$ cat config.mk
export PLATFORM = sky130hd
export DESIGN_NAME = shiftregister_universal
export DESIGN_NICKNAME = d
export VERILOG_FILES = /design/src/rtl/shiftregister_universal.sv
export SDC_FILE = /design/constraint.sdc
export NUM_CORES = 1
export LEC_CHECK = 0
export ABC_CLOCK_PERIOD_IN_PS = 1800
export BUFFER_PORTS_ARGS = -buffer_cell sky130_fd_sc_hd__buf_2
export CORE_ASPECT_RATIO = 0.8
export CORE_MARGIN = 2
export CORE_UTILIZATION = 47
export CTS_CLUSTER_DIAMETER = 200
export DETAILED_ROUTE_END_ITERATION = 10
export PLACE_DENSITY = 0.83
export SYNTH_ARGS = -nofsm -noshare
export SYNTH_HDL_FRONTEND = slang
export SYNTH_SLANG_ARGS = --single-unit
$ cat constraint.sdc
create_clock -name clockpulse -period 1.8 [get_ports clockpulse]
set_input_delay 0 -clock clockpulse [delete_from_list [all_inputs] [get_ports clockpulse]]
set_output_delay 0 -clock clockpulse [all_outputs]
set_load 0.005 [all_outputs]
$ cat src/rtl/shiftregister_universal.sv
// -----------------------------------------------------------------------------
// shiftregister_universal
//   Parametrised universal shift register with the following operations:
//   hold, shift right and left with serial inputs, rotate right and left, and
//   synchronous parallel preset. A step counter tracks consecutive rotate steps
//   in one direction. rotation_done pulses for one cycle after each full
//   revolution.
//   With WIDTH=5 and mode=ROR this block behaves as the old fixed 5-bit
//   circular right shifter.
//
//   Optional feature macro: SHIFTREG_UNIVERSAL_JOHNSON_EN
//     When defined, mode 101 is a Johnson (twisted-ring) shift. The twisted
//     ring is counted as its own direction, with a wrap limit of 2*WIDTH.
//     When undefined, mode 101 holds like the reserved codes.
// -----------------------------------------------------------------------------
module shiftregister_universal #(
  parameter  int WIDTH = 5,
  localparam int CNT_W = $clog2(2 * WIDTH + 1)
) (
  input  logic             clockpulse,
  input  logic             clear,
  input  logic [2:0]       mode,
  input  logic             serial_in_right,
  input  logic             serial_in_left,
  input  logic             preset_enable,
  input  logic [WIDTH-1:0] preset,
  output logic [WIDTH-1:0] signal_q,
  output logic [WIDTH-1:0] signal_q_,
  output logic             serial_out_right,
  output logic             serial_out_left,
  output logic [CNT_W-1:0] step_count,
  output logic             rotation_done
);

  localparam logic [2:0] MODE_HOLD    = 3'b000;
  localparam logic [2:0] MODE_SHR     = 3'b001;
  localparam logic [2:0] MODE_SHL     = 3'b010;
  localparam logic [2:0] MODE_ROR     = 3'b011;
  localparam logic [2:0] MODE_ROL     = 3'b100;
  localparam logic [2:0] MODE_JOHNSON = 3'b101;

  localparam logic [CNT_W-1:0] LIM_ROT  = CNT_W'(WIDTH);
  localparam logic [CNT_W-1:0] LIM_JOHN = CNT_W'(2 * WIDTH);

  // Direction of the rotate sequence that is currently being counted.
  typedef enum logic [1:0] {
    DIR_NONE  = 2'b00,
    DIR_RIGHT = 2'b01,
    DIR_LEFT  = 2'b10,
    DIR_TWIST = 2'b11
  } dir_e;

  logic [WIDTH-1:0] q_q,    q_d;
  logic [CNT_W-1:0] step_q, step_d;
  logic             done_q, done_d;
  dir_e             dir_q,  dir_d;

  logic             rot_s;
  dir_e             rot_dir_s;
  logic [CNT_W-1:0] lim_s;
  logic [CNT_W-1:0] step_inc_s;

  // Next-state logic: data path operation, rotate step counting, and wrap detection.
  always_comb begin
    q_d        = q_q;
    step_d     = step_q;
    dir_d      = dir_q;
    done_d     = 1'b0;
    rot_s      = 1'b0;
    rot_dir_s  = DIR_NONE;
    lim_s      = LIM_ROT;
    step_inc_s = step_q;

    if (preset_enable) begin
      // Preset wins over any mode and restarts the revolution tracking.
      q_d    = preset;
      step_d = {CNT_W{1'b0}};
      dir_d  = DIR_NONE;
    end else begin
      case (mode)
        MODE_HOLD: begin
          q_d = q_q;
        end
        MODE_SHR: begin
          q_d    = {serial_in_right, q_q[WIDTH-1:1]};
          step_d = {CNT_W{1'b0}};
          dir_d  = DIR_NONE;
        end
        MODE_SHL: begin
          q_d    = {q_q[WIDTH-2:0], serial_in_left};
          step_d = {CNT_W{1'b0}};
          dir_d  = DIR_NONE;
        end
        MODE_ROR: begin
          q_d       = {q_q[0], q_q[WIDTH-1:1]};
          rot_s     = 1'b1;
          rot_dir_s = DIR_RIGHT;
        end
        MODE_ROL: begin
          q_d       = {q_q[WIDTH-2:0], q_q[WIDTH-1]};
          rot_s     = 1'b1;
          rot_dir_s = DIR_LEFT;
        end
`ifdef SHIFTREG_UNIVERSAL_JOHNSON_EN
        MODE_JOHNSON: begin
          q_d       = {~q_q[0], q_q[WIDTH-1:1]};
          rot_s     = 1'b1;
          rot_dir_s = DIR_TWIST;
          lim_s     = LIM_JOHN;
        end
`else
        MODE_JOHNSON: begin
          q_d = q_q;
        end
`endif
        default: begin
          // Reserved codes hold and leave the counter untouched.
          q_d = q_q;
        end
      endcase

      if (rot_s) begin
        // A change of direction starts a new revolution at step 1.
        step_inc_s = (dir_q == rot_dir_s) ? (step_q + {{(CNT_W-1){1'b0}}, 1'b1})
                                          : {{(CNT_W-1){1'b0}}, 1'b1};
        dir_d = rot_dir_s;
        if (step_inc_s == lim_s) begin
          step_d = {CNT_W{1'b0}};
          done_d = 1'b1;
        end else begin
          step_d = step_inc_s;
        end
      end else begin
        step_inc_s = step_q;
      end
    end
  end

  // State registers. clear resets them asynchronously, so the outputs clear immediately.
  always_ff @(posedge clockpulse or negedge clear) begin
    if (!clear) begin
      q_q    <= {WIDTH{1'b0}};
      step_q <= {CNT_W{1'b0}};
      done_q <= 1'b0;
      dir_q  <= DIR_NONE;
    end else begin
      q_q    <= q_d;
      step_q <= step_d;
      done_q <= done_d;
      dir_q  <= dir_d;
    end
  end

  assign signal_q         = q_q;
  assign signal_q_        = ~q_q;
  assign serial_out_right = q_q[0];
  assign serial_out_left  = q_q[WIDTH-1];
  assign step_count       = step_q;
  assign rotation_done    = done_q;

endmodule

Yosys cells after proc, flatten, opt, wreduce, memory -nomap -nowiden --
Cells that the tools add are included.
Word-level totals: bits in registers 12, input bits 13, output and inout bits 17
Cells by class: $add $sub $neg 1, eq/ne operators 6, mux-type cells 17, bitwise operators 1, reductions and logical operators 4
Operators with widths (count):
- $mux 4 | 5
- $pmux 5 s4 | 1
- $mux 2 | 4
- $eq 3x2->1 const B | 2
- $mux 1 | 5
- $mux 5 | 1
- $not 5->5 | 1
- $reduce_bool 5->1 | 1
- $add 4x1->4 const B | 1
- $eq 4x3->1 const B | 1
- $pmux 2 s2 | 1
- $reduce_or 2->1 | 2
- $eq 3x1->1 const B | 1
- $eq 3x3->1 const B | 1
- $reduce_bool 3->1 | 1
- $eq 2x2->1 | 1

Logic depth before layout (Yosys ltp) --
Gate-level depths: netlist of run 1.
word-level depth 9, gate-level depth with buffers 5, depth with buffers taken out 5

Worst setup path before layout of run 1 --
Ideal clock, no wire load.
path kind reg-to-reg, start reg step_q[0], in the netlist step_count[0], end reg step_q[0], in the netlist step_count[0], setup time 0.134 ns, arrival time 1.314 ns, required time 1.666 ns, path slack 0.352 ns, cell stages (with the launch flop) 6, cells stage by stage dfrtp_1 > ha_1 > nand2b_1 > a211o_1 > a21oi_1 > o31ai_1
On the way: word-level cells in the longest chain between the ends 6
Ends and longest elaborated chain:
- start, declared | RTL line 54 | logic [CNT_W-1:0] step_q, step_d;
- start signal, assigned | RTL line 143 | step_q <= {CNT_W{1'b0}};
- start signal, assigned | RTL line 148 | step_q <= step_d;
- $add 4x1->4 (*) | RTL line 124 | step_inc_s = (dir_q == rot_dir_s) ? (step_q + {{(CNT_W-1){1'b0}}, 1'b1})
- $mux 4 (*) | RTL line 124
- $eq 4x3->1 | RTL line 127 | if (step_inc_s == lim_s) begin
- $mux 4 (*) | RTL line 127
- $mux 4 (*) | RTL line 122 | if (rot_s) begin
- $mux 4 (*) | RTL line 74 | if (preset_enable) begin
Mark *: on every way between the ends. The rest lies on a longest branch, timed or not. A chain may end at the register's enable or synchronous reset.

Worst setup path in the final report of run 1 --
Same ends and word-level chain as after synthesis.

==> flow_summary.html, run 1 <==
<table>
<tr><th>Metric</th><th>Value</th></tr>
<tr><th colspan="2">Detailed routing</th></tr>
<tr><td>DRT iter0 DRCs</td><td>25</td></tr>
<tr><td>First-pass DRT Iterations</td><td>4</td></tr>
<tr><td>Vias post-DR</td><td>797</td></tr>
<tr><td>Remaining DRCs</td><td>0</td></tr>
<tr><td>Vias per cell</td><td>5.35</td></tr>
<tr><td>Wirelength, routed</td><td>1900 µm</td></tr>
<tr><td>Average wire per cell in the routed design</td><td>12.7 µm</td></tr>
<tr><td>Antenna-violating nets left</td><td>0</td></tr>
<tr><th colspan="2">CTS</th></tr>
<tr><td>Setup Fix Bufs, Post-CTS</td><td>0</td></tr>
<tr><td>Clock root cell</td><td>clkbuf_4</td></tr>
<tr><td>Later-pin clock latency in the skew report</td><td>0.27 ns</td></tr>
<tr><td>Maximum buffer depth of the clock tree</td><td>2</td></tr>
<tr><td>Clock buffers created by TritonCTS</td><td>3</td></tr>
<tr><td>H-tree depth</td><td>1</td></tr>
<tr><td>Number of gates resized after CTS</td><td>0</td></tr>
<tr><td>Hold-fix buffer count after cts</td><td>6</td></tr>
<tr><td>Clock sink count</td><td>12</td></tr>
<tr><td>CTS clk-pin slew, worst paths</td><td>0.08 ns</td></tr>
<tr><td>CTS tree</td><td>done</td></tr>
<tr><th colspan="2">GRT</th></tr>
<tr><td>Remaining global-route overflow</td><td>0</td></tr>
<tr><td>Antenna violations before repair</td><td>0</td></tr>
<tr><td>All-Layer GR Usage</td><td>0.189</td></tr>
<tr><td>Largest net degree at the start of global routing</td><td>18</td></tr>
<tr><td>Via count of the first global-routing pass</td><td>634</td></tr>
<tr><td>First-pass GRT wire length</td><td>2760 µm</td></tr>
<tr><th colspan="2">Outcome</th></tr>
<tr><td>Status</td><td>completed</td></tr>
<tr><th colspan="2">Critical path</th></tr>
<tr><td>Critical Path Start Type</td><td>flip-flop</td></tr>
<tr><td>Kind of end point of the critical path</td><td>flip-flop</td></tr>
<tr><td>Worst endpoint required time</td><td>1.96 ns</td></tr>
<tr><td>Count of cells along the worst register-to-register path</td><td>5</td></tr>
<tr><td>Launch point of the worst reg-to-reg path</td><td>step_count[0]$_DFFE_PN0P_</td></tr>
<tr><td>Capture instance of the worst register-to-register path</td><td>step_count[0]$_DFFE_PN0P_</td></tr>
<tr><td>Type of the worst setup path</td><td>flip-flop to flip-flop</td></tr>
<tr><td>Register-to-register setup slack</td><td>0.27 ns</td></tr>
<tr><td>Max Fanout on Critical Path</td><td>7</td></tr>
<tr><td>Critical path arrival</td><td>1.69 ns</td></tr>
<tr><th colspan="2">Die</th></tr>
<tr><td>Std cell rows</td><td>13</td></tr>
<tr><td>Die X-Extent</td><td>50.2 µm</td></tr>
<tr><td>Initial standard-cell utilization of the core</td><td>0.499</td></tr>
<tr><td># IOs</td><td>30</td></tr>
<tr><td>Die area</td><td>0.00206 mm²</td></tr>
<tr><td>Core footprint</td><td>0.00161 mm²</td></tr>
<tr><td>Die height</td><td>41.0 µm</td></tr>
<tr><th colspan="2">Timing</th></tr>
<tr><td>Max-slew headroom at the worst pin</td><td>0.781</td></tr>
<tr><td>Worst slack on hold paths</td><td>0.0944 ns</td></tr>
<tr><td>Worst Max-Slew Pin Slew</td><td>0.329 ns</td></tr>
<tr><td>RSZ-0062 raised after global routing</td><td>no</td></tr>
<tr><td>Number of hold-slack violations in the final timing report</td><td>0</td></tr>
<tr><td>Final Setup Violations</td><td>0</td></tr>
<tr><td>Setup_tns</td><td>0 ns</td></tr>
<tr><td>Upper clock frequency limit</td><td>652 MHz</td></tr>
<tr><td>Ratio of final minimum period to clock period</td><td>0.852</td></tr>
<tr><td>Number of pins exceeding their max-slew limit in the final report</td><td>0</td></tr>
<tr><td>Worst clock skew</td><td>0.00428 ns</td></tr>
<tr><td>Final min period</td><td>1.53 ns</td></tr>
<tr><th colspan="2">Logic synthesis</th></tr>
<tr><td>Flip-flop and latch count after synthesis</td><td>12</td></tr>
<tr><td>Post-synthesis cell area</td><td>803 µm²</td></tr>
<tr><td>Average instance area after synthesis</td><td>8.55 µm²</td></tr>
<tr><td>Netlist cell types</td><td>33</td></tr>
<tr><td>Synthesized Nets</td><td>108</td></tr>
<tr><td>Gate count of the mapped netlist</td><td>94</td></tr>
<tr><td>Fraction of the yosys area taken by sequential cells</td><td>0.374</td></tr>
<tr><td>Yosys Warn Count</td><td>0</td></tr>
<tr><th colspan="2">Power and ir drop</th></tr>
<tr><td>Part of the power in combinational logic</td><td>0.234</td></tr>
<tr><td>Part of the power in the clock network</td><td>0.313</td></tr>
<tr><td>Net switching share of the total power</td><td>0.281</td></tr>
<tr><td>Cell Int Power</td><td>0.000490 W</td></tr>
<tr><td>P_sw</td><td>0.000191 W</td></tr>
<tr><td>Register share of total power</td><td>0.452</td></tr>
<tr><td>Reported leakage power</td><td>0.492 nW</td></tr>
<tr><td>Maximum resistive drop on vdd</td><td>589 µV</td></tr>
<tr><td>PD cells</td><td>656 mW/mm²</td></tr>
<tr><th colspan="2">Placement</th></tr>
<tr><td>Post-detailed-placement cell area</td><td>942 µm²</td></tr>
<tr><td>Sum of net half-perimeters after detailed placement</td><td>1290 µm</td></tr>
<tr><td>Number of input and output port buffers inserted</td><td>29</td></tr>
<tr><td>Routability Congestion</td><td>0.823</td></tr>
<tr><th colspan="2">Cells and area</th></tr>
<tr><td>Number of nets in the layout</td><td>142</td></tr>
<tr><td>Summed area of non-filler cells in the final layout</td><td>0.00104 mm²</td></tr>
<tr><td>Syn-to-layout area delta</td><td>29.3%</td></tr>
<tr><td>Number of fill cells</td><td>134</td></tr>
<tr><td>Antenna diode count</td><td>0</td></tr>
<tr><td>Layout cell share with drive strength beyond 1</td><td>0.315</td></tr>
<tr><th colspan="2">Worst hold path</th></tr>
<tr><td>Instance count along the most critical hold path</td><td>2</td></tr>
<tr><td>End point of the worst hold path</td><td>dir_q[0]$_DFFE_PN0P_</td></tr>
<tr><td>Hold/Removal Path Class</td><td>input port to flip-flop</td></tr>
<tr><td>Min-delay src</td><td>preset_enable</td></tr>
<tr><th colspan="2">Flow run</th></tr>
<tr><td>Number of max-capacitance violations reported</td><td>0</td></tr>
</table>
synth_stat cells, drive strengths merged:
library cell,number,area (µm²)
nand2,14,52.6
dfrtp,12,300
a21oi,10,53.8
inv,7,26.3
o21ai,6,30.0
buf,5,30.0
nor2b,4,25.0
a221o,3,30.0
nand3b,3,22.5
a2bb2oi,2,17.5
and2,2,12.5
mux2,2,22.5
nand2b,2,12.5
nand3,2,10.0
nor3,2,10.0
o32a,2,21.3
or2,2,12.5
xor2,2,17.5
a211o,1,8.76
a211oi,1,12.5
a21o,1,7.51
clkbuf,1,3.75
ha,1,12.5
mux2i,1,10.0
nor2,1,3.75
nor3b,1,7.51
o221ai,1,8.76
o31ai,1,7.51
or3,1,6.26
or4,1,7.51
final cells by class:
type                    instances  area (µm²)  share of cell area
multi-input cells              69         443               0.427
repair buffers                 35         205               0.198
well taps                      22        27.5              0.0265
clock buffers                   4        36.3              0.0349
inverters                       7        26.3              0.0253
flip-flops and latches         12         300               0.289
cell usage in the layout, fill, tap and decap left out, types with 3 or more instances in the layout:
cell type      instances
a21oi_1                9
inv_1                  7
dfrtp_1               12
dlygate4sd3_1          6
o21ai_0                6
nand3b_1               3
nand2_1               14
buf_2                 29
clkbuf_4               3
nor2b_1                4
a221o_1                3
state kept, by name, summed over array words and instances, names as in the netlist:
name	flops
rotation_done	1
step_count	4
dir_q	2
signal_q	5
metal layers:
metal	wire, µm	GRT usage
met5	0	0
met4	14	0.0625
met3	108	0.0657
met2	954	0.329
met1	820	0.226
critical path, cell delays in order (launching register included):
cell      delay [ns]
dfrtp_1         0.45
ha_1            0.24
nand2b_1        0.17
a211o_1         0.31
a21oi_1         0.15
o31ai_1         0.09
power groups by stage:
| stage | Sequential (W) | Clock [W] | Combinational (W) |
|---|---|---|---|
| after floorplan | 0.000311 | 0 | 0.0000893 |
| after global placement | 0.000311 | 0 | 0.000144 |
| after CTS | 0.000308 | 0.000221 | 0.000159 |
| final | 0.000308 | 0.000213 | 0.000160 |
| after detailed placement | 0.000313 | 0 | 0.000149 |
| after global routing | 0.000312 | 0.000238 | 0.000178 |
cells by family (layout without fill, tap and decap cells):
kind of cell / count (synthesis) / after routing / share of synthesized area
and+or+nand+nor: 35 / 35 / 0.227
adders and majority gates: 1 / 1 / 0.0156
buffers and inverters: 13 / 46 / 0.0748
muxes: 3 / 3 / 0.0405
xor gates and xnor gates: 2 / 2 / 0.0218
DFF: 12 / 12 / 0.374
AOI/OAI and AO/OA: 28 / 28 / 0.246
how the worst max path moves through the flow:
stage | startpoint | to | slack (ns) | cells after the start
final | step_count[0]$_DFFE_PN0P_ | step_count[0]$_DFFE_PN0P_ | 0.27 | 5
after global routing | step_count[0]$_DFFE_PN0P_ | step_count[0]$_DFFE_PN0P_ | 0.18 | 5
after CTS | step_count[0]$_DFFE_PN0P_ | step_count[0]$_DFFE_PN0P_ | 0.27 | 5
after detailed placement | step_count[0]$_DFFE_PN0P_ | step_count[0]$_DFFE_PN0P_ | 0.29 | 5
after global placement | step_count[0]$_DFFE_PN0P_ | step_count[0]$_DFFE_PN0P_ | 0.34 | 5
after floorplan | step_count[0]$_DFFE_PN0P_ | step_count[0]$_DFFE_PN0P_ | 0.35 | 5
metrics by stage:
stage | total power [W] | setup slack, ns | cells | util
final | 0.000681 | 0.267 | 149 | 0.645
after global routing | 0.000727 | 0.180 | 149 | 0.645
after CTS | 0.000688 | 0.271 | 149 | 0.645
after detailed placement | 0.000462 | 0.286 | 139 | 0.585
after global placement | 0.000456 | 0.343 | 139 | 0.585
after floorplan | 0.000400 | 0.352 | 94 | -
Note: power is estimated with default switching activity, not from simulation.
==> run 2: changes to the inputs <==
Settings changed: CELL_PAD_IN_SITES_DETAIL_PLACEMENT from default to 1, CELL_PAD_IN_SITES_GLOBAL_PLACEMENT from default to 1, CORE_UTILIZATION 47 to 34.
==> run 2 against run 1 <==
Sequential share of layout area rose by 0.28 points; hold slack better by 0.013 ns; cell area is 0.96% lower; total power shrank 6.3%; highest routed layer unchanged; worst setup slack worse by 0.0066 ns; routed wire length increased by 17%; largest cell class unchanged; critical path depth unchanged; non-clock buffer count stayed put; sequential power barely moved; global-route usage shrank 1.1 points.
==> flow_summary.html, run 2 (synthesis gave the netlist of run 1 again) <==
<table>
<tr><th>Metric</th><th>Value</th></tr>
<tr><th colspan="2">Timing</th></tr>
<tr><td>RSZ-0062 raised after global routing</td><td>no</td></tr>
<tr><td>Max-slew headroom at the worst pin</td><td>0.770</td></tr>
<tr><td>Ratio of final minimum period to clock period</td><td>0.855</td></tr>
<tr><td>Number of hold-slack violations in the final timing report</td><td>0</td></tr>
<tr><td>Upper clock frequency limit</td><td>650 MHz</td></tr>
<tr><td>Setup_tns</td><td>0 ns</td></tr>
<tr><td>Final min period</td><td>1.54 ns</td></tr>
<tr><td>Worst Max-Slew Pin Slew</td><td>0.344 ns</td></tr>
<tr><td>Number of pins exceeding their max-slew limit in the final report</td><td>0</td></tr>
<tr><td>Worst clock skew</td><td>0.00301 ns</td></tr>
<tr><td>Final Setup Violations</td><td>0</td></tr>
<tr><th colspan="2">CTS</th></tr>
<tr><td>H-tree depth</td><td>1</td></tr>
<tr><td>Setup Fix Bufs, Post-CTS</td><td>0</td></tr>
<tr><td>Clock sink count</td><td>12</td></tr>
<tr><td>Clock buffers created by TritonCTS</td><td>3</td></tr>
<tr><td>CTS clk-pin slew, worst paths</td><td>0.08 ns</td></tr>
<tr><td>Later-pin clock latency in the skew report</td><td>0.27 ns</td></tr>
<tr><td>Clock root cell</td><td>clkbuf_4</td></tr>
<tr><td>Maximum buffer depth of the clock tree</td><td>2</td></tr>
<tr><td>CTS tree</td><td>done</td></tr>
<tr><th colspan="2">Cells and area</th></tr>
<tr><td>Leading cell type in the layout, fill and taps excluded</td><td>buf_2</td></tr>
<tr><td>Number of nets in the layout</td><td>142</td></tr>
<tr><td>Commonest cells after routing, fill and taps aside</td><td>buf_2, nand2_1, dfrtp_1</td></tr>
<tr><td>Syn-to-layout area delta</td><td>28.0%</td></tr>
<tr><td>Fraction of the core area covered by cells at the end of the flow</td><td>0.468</td></tr>
<tr><td>Flip-flop count of the largest register, all copies and words added</td><td>5</td></tr>
<tr><td>Layout cell share with drive strength beyond 1</td><td>0.310</td></tr>
<tr><td>Antenna diode count</td><td>0</td></tr>
<tr><th colspan="2">Critical path</th></tr>
<tr><td>Critical path arrival</td><td>1.68 ns</td></tr>
<tr><td>Critical Path Start Type</td><td>flip-flop</td></tr>
<tr><td>Highest cell delay on the worst timing path</td><td>0.45 ns</td></tr>
<tr><td>Critical path, cell by cell</td><td>ha_1 &gt; nand2b_1 &gt; a211o_1 &gt; a21oi_1 &gt; o31ai_1</td></tr>
<tr><td>Cell family with most CP delay</td><td>compound AO/OA/AOI/OAI gates</td></tr>
<tr><td>Worst endpoint required time</td><td>1.94 ns</td></tr>
<tr><td>Type of the worst setup path</td><td>flip-flop to flip-flop</td></tr>
<tr><td>Kind of end point of the critical path</td><td>flip-flop</td></tr>
<tr><td>Number of buffer and inverter instances along the worst setup path</td><td>0</td></tr>
<tr><td>Critical-path top delay cell</td><td>dfrtp_1</td></tr>
<tr><td>Max Fanout on Critical Path</td><td>7</td></tr>
<tr><th colspan="2">Die</th></tr>
<tr><td># IOs</td><td>30</td></tr>
<tr><td>Die area</td><td>0.00277 mm²</td></tr>
<tr><td>Die X-Extent</td><td>58.3 µm</td></tr>
<tr><td>Initial standard-cell utilization of the core</td><td>0.366</td></tr>
<tr><td>Die height</td><td>47.5 µm</td></tr>
<tr><td>Std cell rows</td><td>15</td></tr>
<tr><td>Core footprint</td><td>0.00220 mm²</td></tr>
<tr><th colspan="2">Placement</th></tr>
<tr><td>Sum of net half-perimeters after detailed placement</td><td>1700 µm</td></tr>
<tr><td>Routability Congestion</td><td>0.801</td></tr>
<tr><td>Number of input and output port buffers inserted</td><td>29</td></tr>
<tr><th colspan="2">Detailed routing</th></tr>
<tr><td>Remaining DRCs</td><td>0</td></tr>
<tr><td>DRT iter0 DRCs</td><td>10</td></tr>
<tr><td>Wirelength, routed</td><td>2210 µm</td></tr>
<tr><td>First-pass DRT Iterations</td><td>2</td></tr>
<tr><td>Vias post-DR</td><td>799</td></tr>
<tr><td>Average wire per cell in the routed design</td><td>14.6 µm</td></tr>
<tr><td>Vias per cell</td><td>5.29</td></tr>
<tr><td>Antenna-violating nets left</td><td>0</td></tr>
<tr><th colspan="2">GRT</th></tr>
<tr><td>Via count of the first global-routing pass</td><td>800</td></tr>
<tr><td>Remaining global-route overflow</td><td>0</td></tr>
<tr><td>All-Layer GR Usage</td><td>0.178</td></tr>
<tr><td>First-pass GRT wire length</td><td>3620 µm</td></tr>
<tr><td>Antenna violations before repair</td><td>0</td></tr>
<tr><td>Largest net degree at the start of global routing</td><td>18</td></tr>
<tr><th colspan="2">Power and ir drop</th></tr>
<tr><td>Reported leakage power</td><td>0.484 nW</td></tr>
<tr><td>PD cells</td><td>620 mW/mm²</td></tr>
<tr><td>Maximum resistive drop on vdd</td><td>336 µV</td></tr>
<tr><th colspan="2">Flow run</th></tr>
<tr><td>Number of max-capacitance violations reported</td><td>0</td></tr>
<tr><th colspan="2">Outcome</th></tr>
<tr><td>Status</td><td>completed</td></tr>
<tr><th colspan="2">Worst hold path</th></tr>
<tr><td>Hold/Removal Path Class</td><td>input port to flip-flop</td></tr>
</table>
## run 2: changes by cell type in the layout (fill, tap and decap cells not counted), sizes merged
cell    delta
clkbuf     -1
## run 2: stage by stage
step | total power [W] | std cells | hold WS (ns) | instance area, µm² | setup WS (ns)
floorplan | 0.000400 | 94 | -0.296 | 803 | 0.352
global placement | 0.000460 | 142 | -0.0964 | 946 | 0.341
detailed placement | 0.000469 | 142 | -0.0955 | 946 | 0.264
CTS | 0.000649 | 151 | 0.0953 | 1030 | 0.253
global route | 0.000682 | 151 | 0.109 | 1030 | 0.146
finish | 0.000638 | 151 | 0.107 | 1030 | 0.260
## run 2: metal layers
metal  vias up  wire [µm]  global-route usage  share of wire
met5         -          0                   0              0
met1       387        964               0.225           0.44
met4         0         11              0.0465         0.0050
met2        13       1150               0.301           0.52
met3         2         84              0.0568          0.038
li1        397          -                   -              -
## run 2: worst reg2reg max path: stages (launching register included)
cell	delay, ns
dfrtp_1	0.45
ha_1	0.24
nand2b_1	0.17
a211o_1	0.31
a21oi_1	0.15
o31ai_1	0.09
## run 2: power by group
| part | leakage, nW | switching (W) | total [W] | internal [W] |
|---|---|---|---|---|
| Sequential | 0.157 | 0.0000231 | 0.000309 | 0.000286 |
| Clock | 0.0138 | 0.0000895 | 0.000167 | 0.0000774 |
| Combinational | 0.314 | 0.0000812 | 0.000162 | 0.0000807 |
| Total | 0.484 | 0.000194 | 0.000638 | 0.000444 |
## run 2: worst paths after layout
kind,start,slack [ns],end,cells after the start
worst max-delay path,step_count[0]$_DFFE_PN0P_,0.26,step_count[0]$_DFFE_PN0P_,5
worst min-delay path,preset_enable,0.11,dir_q[1]$_DFFE_PN0P_,2
worst max register to register,step_count[0]$_DFFE_PN0P_,0.26,step_count[0]$_DFFE_PN0P_,5
worst min register to register,step_count[1]$_DFFE_PN0P_,0.56,step_count[1]$_DFFE_PN0P_,2
max in group asynchronous,clear,1.44,step_count[0]$_DFFE_PN0P_,2
min in group asynchronous,clear,0.13,step_count[1]$_DFFE_PN0P_,2
## run 2: cell type report
| class | count | area (µm²) |
|---|---|---|
| fill | 280 | 1170 |
| multi-input combinational | 69 | 443 |
| sequential | 12 | 300 |
| timing repair buffer | 35 | 205 |
| tap | 25 | 31.3 |
| inverter | 7 | 26.3 |
| clock buffer | 3 | 22.5 |
## run 2: what timing repair did
item / 4_1_cts / 5_1_grt
hold buffers: 6 / 0
endpoints found under the hold margin: 17 / 0
resized for setup: 0 / 0
